--- config.mk ---
export PLATFORM = sky130hd
export DESIGN_NAME = serial_chunk_adder
export DESIGN_NICKNAME = d
export VERILOG_FILES = /design/src/rtl/serial_chunk_adder.sv
export SDC_FILE = /design/constraint.sdc
export NUM_CORES = 1
export LEC_CHECK = 0
export ABC_AREA = 1
export CAP_MARGIN = 40
export CORE_ASPECT_RATIO = 1.25
export CORE_MARGIN = 4
export CORE_UTILIZATION = 25
export DETAILED_ROUTE_END_ITERATION = 12
export HOLD_SLACK_MARGIN = 0.08
export SETUP_SLACK_MARGIN = 0.05
export SYNTH_ARGS = -nofsm -noshare
export SYNTH_HDL_FRONTEND = slang
export SYNTH_SLANG_ARGS = --single-unit
--- constraint.sdc ---
create_clock -name clk -period 1.3 [get_ports clk]
set_clock_uncertainty 0.05 [all_clocks]
set_input_delay 0.26 -clock clk [delete_from_list [all_inputs] [get_ports clk]]
set_output_delay 0.26 -clock clk [all_outputs]
set_load 0.05 [all_outputs]
--- src/rtl/serial_chunk_adder.sv ---
// serial_chunk_adder: multi-cycle two's-complement adder that consumes DIGIT
// bits per clock. It returns the WIDTH-bit sum, the carry-out and the signed
// overflow. Operands and results each move through a valid/ready handshake.
module serial_chunk_adder #(
  parameter int WIDTH = 8,
  parameter int DIGIT = 1
) (
  input  logic             clk,
  input  logic             rst,
  input  logic             in_valid,
  output logic             in_ready,
  input  logic [WIDTH-1:0] a,
  input  logic [WIDTH-1:0] b,
  input  logic             cin,
  output logic             out_valid,
  input  logic             out_ready,
  output logic [WIDTH-1:0] sum,
  output logic             cout,
  output logic             ovf
);

  localparam int N  = WIDTH / DIGIT;
  localparam int CW = (N > 1) ? $clog2(N) : 1;
  localparam logic [CW-1:0] LAST = CW'(N - 1);

  typedef enum logic [1:0] {
    IDLE,
    ADD,
    DONE
  } state_t;

  state_t state;
  state_t state_next;

  logic [WIDTH-1:0] a_sh;
  logic [WIDTH-1:0] b_sh;
  logic [WIDTH-1:0] sum_r;
  logic [WIDTH-1:0] sum_shifted;
  logic [WIDTH-1:0] digit_top;
  logic [CW-1:0]    cnt;
  logic             carry;
  logic             cout_r;
  logic             ovf_r;
  logic [DIGIT:0]   digit_sum;
  logic             msb_cin;
  logic             accept;
  logic             last;

  assign accept = in_valid && in_ready;
  assign last   = (cnt == LAST);

  assign sum  = sum_r;
  assign cout = cout_r;
  assign ovf  = ovf_r;

  // Digit adder. It also produces the next sum-register value, with the new
  // digit entering from the top.
  always_comb begin
    digit_sum = {1'b0, a_sh[DIGIT-1:0]} + {1'b0, b_sh[DIGIT-1:0]} + {{DIGIT{1'b0}}, carry};
    // The carry into the digit MSB is recovered as s ^ a ^ b at that bit.
    // This covers DIGIT = 1 (where it equals the carry register) without a
    // separate narrower adder.
    msb_cin = digit_sum[DIGIT-1] ^ a_sh[DIGIT-1] ^ b_sh[DIGIT-1];
    digit_top = '0;
    digit_top[WIDTH-1 -: DIGIT] = digit_sum[DIGIT-1:0];
    sum_shifted = (sum_r >> DIGIT) | digit_top;
  end

  // State register.
  always_ff @(posedge clk) begin
    if (rst) begin
      state <= IDLE;
    end else begin
      state <= state_next;
    end
  end

  // Next-state logic and handshake outputs. in_ready is held low during reset.
  always_comb begin
    state_next = state;
    in_ready   = 1'b0;
    out_valid  = 1'b0;
    case (state)
      IDLE: begin
        in_ready = !rst;
        if (in_valid && !rst) begin
          state_next = ADD;
        end
      end
      ADD: begin
        if (last) begin
          state_next = DONE;
        end
      end
      DONE: begin
        out_valid = 1'b1;
        if (out_ready) begin
          state_next = IDLE;
        end
      end
      default: state_next = IDLE;
    endcase
  end

  // Datapath: capture operands on accept, and process one digit per ADD cycle.
  always_ff @(posedge clk) begin
    if (rst) begin
      a_sh   <= '0;
      b_sh   <= '0;
      sum_r  <= '0;
      cnt    <= '0;
      carry  <= 1'b0;
      cout_r <= 1'b0;
      ovf_r  <= 1'b0;
    end else begin
      case (state)
        IDLE: begin
          if (accept) begin
            a_sh  <= a;
            b_sh  <= b;
            carry <= cin;
            cnt   <= '0;
          end
        end
        ADD: begin
          sum_r <= sum_shifted;
          a_sh  <= a_sh >> DIGIT;
          b_sh  <= b_sh >> DIGIT;
          carry <= digit_sum[DIGIT];
          cnt   <= cnt + CW'(1);
          if (last) begin
            cout_r <= digit_sum[DIGIT];
            ovf_r  <= msb_cin ^ digit_sum[DIGIT];
          end
        end
        default: ;
      endcase
    end
  end

endmodule

[Word level (Yosys, flattened, before mapping)]
Index checks and enable logic that the tools add are counted.
Operators by class
  add/subtract/negate cells: 3
  reductions and logical operators: 8
  bitwise logic cells: 4
  multiplexer cells: 14
  equal/unequal tests: 7
Operator list (number)
  8-bit case mux with 2 select lines: 2
  8-bit 2-to-1 mux: 2
  2-bit != test, second input constant: 4
  7-bit by 8-bit OR with 8-bit output: 1
  2-bit 2-to-1 mux: 3
  2-bit case mux with 3 select lines: 1
  3-bit case mux with 2 select lines: 1
  2-bit AND reduction: 2
  3-bit by 1-bit adder with 3-bit output, second input constant: 1
  3-bit == test, second input constant: 1
  1-bit 2-to-1 mux: 3
  3-bit 2-to-1 mux: 1
  3-bit AND reduction: 1
  1-bit bitwise XOR: 3
  1-bit by 1-bit adder with 2-bit output: 1
  2-bit by 1-bit adder with 2-bit output: 1
  2-bit by 1-bit == test with 1-bit output, second input constant: 1
  2-bit == test, second input constant: 1
  1-bit logical AND: 2
  2-bit logical NOT: 1
  1-bit case mux with 2 select lines: 1
  2-bit nonzero test: 1
  1-bit logical NOT: 1
Storage, ports and cells
  input port bits: 21
  output and inout port bits: 12
  logic and storage cells: 44
  flip-flop bits (word level): 32

[Longest topological paths before layout]
  depth after elaboration: 5
  mapped depth: 8
  mapped depth without buffers: 8

[Worst setup path after synthesis]
Ideal clock, no wire load.
  kind: input -> output
  start: input rst
  end: output in_ready
  required time: 0.990 ns
  path buffers: 1
  arrival time: 1.457 ns
  path slack: -0.467 ns
  cell stages on the path: 2
  cells stage by stage: buf_2 > nor3_1
Between the ends
  cells in the longest elaborated chain, start to end: 2
RTL lines
  start, declared: line 9  | input logic rst,
  1-bit logical NOT: line 85  | in_ready = !rst;
  1-bit 2-to-1 mux: line 83  | case (state)
  end, declared: line 11  | output logic in_ready,
Every way passes these cells.

[Final worst setup path]
  start: register carry
  end: register ovf_r, in the netlist ovf
Between the ends
  cells in the longest elaborated chain, start to end: 4
RTL lines
  start, declared: line 41  | logic carry;
  start signal, assigned: line 121  | carry <= cin;
  start signal, assigned: line 129  | carry <= digit_sum[DIGIT];
  2-bit by 1-bit adder with 2-bit output: line 59  | digit_sum = {1'b0, a_sh[DIGIT-1:0]} + {1'b0, b_sh[DIGIT-1:0]} + {{DIGIT{1'b0}}, carry};
  via digit_sum[0]: line 44  | logic [DIGIT:0] digit_sum;
  1-bit bitwise XOR (2 in a row): line 63  | msb_cin = digit_sum[DIGIT-1] ^ a_sh[DIGIT-1] ^ b_sh[DIGIT-1];
  1-bit bitwise XOR: line 133  | ovf_r <= msb_cin ^ digit_sum[DIGIT];
  end signal, assigned: line 133
  end, declared: line 43  | logic ovf_r;
The timed path passes the listed nets, and every way through them passes these cells.
A chain may end at the register's enable or synchronous reset.

==> flow_metrics.tcl <==
set metrics [dict create \
    period_minus_slack_ns 1.45 \
    pwr-share-clk 0.291 \
    synth_cell_types 19 \
    avgSynthCellArea_um2 6.61 \
    worstPathMaxFanout 3 \
    fp.dieArea_um2 7520 \
    area_growth_pct 48.5 \
    cts_tree "built" \
    chipHeight_um 96.0 \
    h-tree-depth 2 \
    grtUsageTotal 0.109 \
    clk_pin_slew_worst_paths_ns 0.07 \
    finalPower_uw 2460 \
    drive_gt1_frac 0.194 \
    drc 0 \
    syn_area_um2 1550 \
    ctsHoldBuffers 0 \
    initial_utilization 0.263 \
    ys_ff_latch 32 \
    dr_total_vias 1531 \
    path_buf_inv 2 \
    worst_ep_required_time_ns 1.43 \
    p_leak_uw 0.00102 \
    antenna_found_initial 0 \
    nets 297 \
    maxCapViolations 0 \
    first_iter_violations 52 \
    cp_common_cell "nand2_1" \
    crit_type "reg2reg" \
    yosysMostFrequentCell "nand2_1" \
    slew_viol_final 0 \
    placement.io_buffers 32 \
    cp_cell_sequence "fa_2 -> inv_2 -> nand2_1 -> nand2_1 -> nand2_1 -> nand3_1 -> nand2_1 -> inv_1" \
    power.switching_fraction 0.301 \
    worstSkewPairLatency_ns 0.28 \
    post-dp-hpwl_um 2540 \
    worstMarginPinSlew_ns 0.253 \
    die_w_um 78.4 \
    critical_path.endpoint_type "flop" \
    ys.flop_type "dfxtp_1" \
    yosys.area.top_type_share 0.414 \
    via_per_inst 4.31 \
    grt_max_degree 27 \
    clkSinkCount 32 \
    final_area_um2 2300 \
    postSynth.asyncResetShare 0 \
    synth_largest_area_cell "dfxtp_1" \
    grt_pass1_vias 1521 \
    max_freq_ghz 0.689 \
    yosys_warnings 0 \
    seq_power_share 0.447 \
    io_pins 33 \
    maxSlewHeadroom 0.831 \
    setup_viol 4 \
    placed_cell_area_um2 2120 \
    setup_tns_ns -0.196 \
    grt_first_pass_wirelength_um 6550 \
    yosys-top-cells-area "dfxtp_1 (41%), nand2_1 (13%), nor2_1 (12%)" \
    p_sw_uw 743 \
    rsz0062_at_grt "yes" \
    netlist_instances 234 \
    worst_path_dominant_cell_family "adder cells" \
    overflow 0 \
    crit_path_start_kind "flop" \
    synth_fp_nets 258 \
    wl_per_cell_um 10.8 \
    ys_seq_area_frac 0.414 \
    diodes 0 \
    p_int_uw 1720 \
    finalWorstSetupSlack_ns -0.150 \
    outcome "finished, violations left" \
    cts_buffer_depth 2 \
    cp.arrival_ns 1.58 \
    netlist_top_cells_count "nand2_1 (55), nor2_1 (48), dfxtp_1 (32)" \
    min_path_type "reg2reg" \
    std_cell_rows 31 \
    cp_slowest_cell "fa_2" \
    peakVddDrop_v 0.000471 \
    gp_congestion 0.801 \
    max_stage_delay_ns 0.60 \
    violations "setup timing" \
    dr.pass1.iters 4 \
    combPwrFrac 0.262 \
    core_area_um2 5900 \
    fill_cells 643 \
    timing.final.crit_share 1.12 \
    power_density_nw_per_um2 1070 \
    cts_buffers 5 \
    wirelength_um 3840 \
    cts_root_buffer "clkbuf_8" \
    synth_edf_count 0 \
    ant_nets 0 \
    hold_violations 0 \
]
-- worst register-to-register path: cells and delay by family (launching register included) --
kind / cells / cell delay (ns)
adders and majority gates: 1 / 0.60
buffers and inverters: 2 / 0.08
DFF: 1 / 0.34
and+or+nand+nor: 5 / 0.28
-- sequential cells by signal, indices dropped and copies added (netlist names) --
| register | cells |
|---|---|
| cout | 1 |
| b_sh | 8 |
| cnt | 3 |
| state | 2 |
| a_sh | 8 |
| carry | 1 |
| ovf | 1 |
| sum | 8 |
-- layout by cell type (no fill, tap or decap), drive strengths merged, types with 2 or more instances in the layout --
master and count:
a21oi 9, buf 25, clkbuf 5, clkdlybuf4s50 19, dfxtp 32, ha 2, inv 26, nand2 55
nand3 20, nor2 49, o21ai 25
-- metal layers --
layer / share of wire / global-route usage / up-vias / routed length (um)
met1: 0.45 / 0.125 / 686 / 1710
met2: 0.48 / 0.194 / 41 / 1830
met5: 0 / 0 / - / 0
met3: 0.070 / 0.0375 / 2 / 270
li1: - / - / 802 / -
met4: 0.0068 / 0.0321 / 0 / 26
-- per-stage QoR --
step | utilization | std cells | hold WS [ns] | setup WS [ns]
5_1_grt | 0.390 | 355 | 0.411 | -0.217
3_3_place_gp | 0.360 | 346 | 0.401 | -0.206
3_5_place_dp | 0.360 | 346 | 0.404 | -0.253
4_1_cts | 0.384 | 354 | 0.418 | -0.131
2_1_floorplan | - | 234 | 0.370 | -0.0600
6_report | 0.390 | 355 | 0.385 | -0.150
-- cell families (layout without fill, tap and decap cells) --
group	count (synthesis)	count (layout)	synth area share
simple gates	126	126	0.330
buf+inv	39	78	0.117
compound gates	34	34	0.110
flops	32	32	0.414
fa+ha+maj	3	3	0.0291
-- area by class of cell --
class	count	area [um^2]	share of cell area
Multi-Input combinational cell	163	774	0.337
Sequential cell	32	652	0.284
Timing Repair Buffer	45	586	0.255
Inverter	26	103	0.0446
Tap cell	82	103	0.0446
Clock buffer	5	68.8	0.0299
Clock inverter	2	12.5	0.00544
-- timing repair --
| action | 4_1_cts | 5_1_grt |
|---|---|---|
| gates cloned | 1 | 0 |
| resized for setup | 11 | 14 |
| endpoints found under the setup margin | 19 | 27 |
| pin swaps | 1 | 2 |
| setup buffers | 0 | 1 |
-- final timing paths --
| check | startpoint | endpoint | slack, ns | cells past startpoint |
|---|---|---|---|---|
| max | carry$_SDFFE_PP0P_ | ovf$_SDFFE_PP0P_ | -0.15 | 8 |
| min | cnt[0]$_SDFFE_PP0P_ | cnt[0]$_SDFFE_PP0P_ | 0.38 | 1 |
| max reg2reg | carry$_SDFFE_PP0P_ | ovf$_SDFFE_PP0P_ | -0.15 | 8 |
| min reg2reg | cnt[0]$_SDFFE_PP0P_ | cnt[0]$_SDFFE_PP0P_ | 0.38 | 1 |
-- power by group through the flow --
stage               Clock (uW)  Sequential, uW  Combinational [uW]
finish                     718            1100                 645
global route               796            1110                 719
CTS                        753            1100                 642
detailed placement           0            1120                 608
global placement             0            1120                 603
floorplan                    0            1170                 314
(Power assumes the default switching activity.)
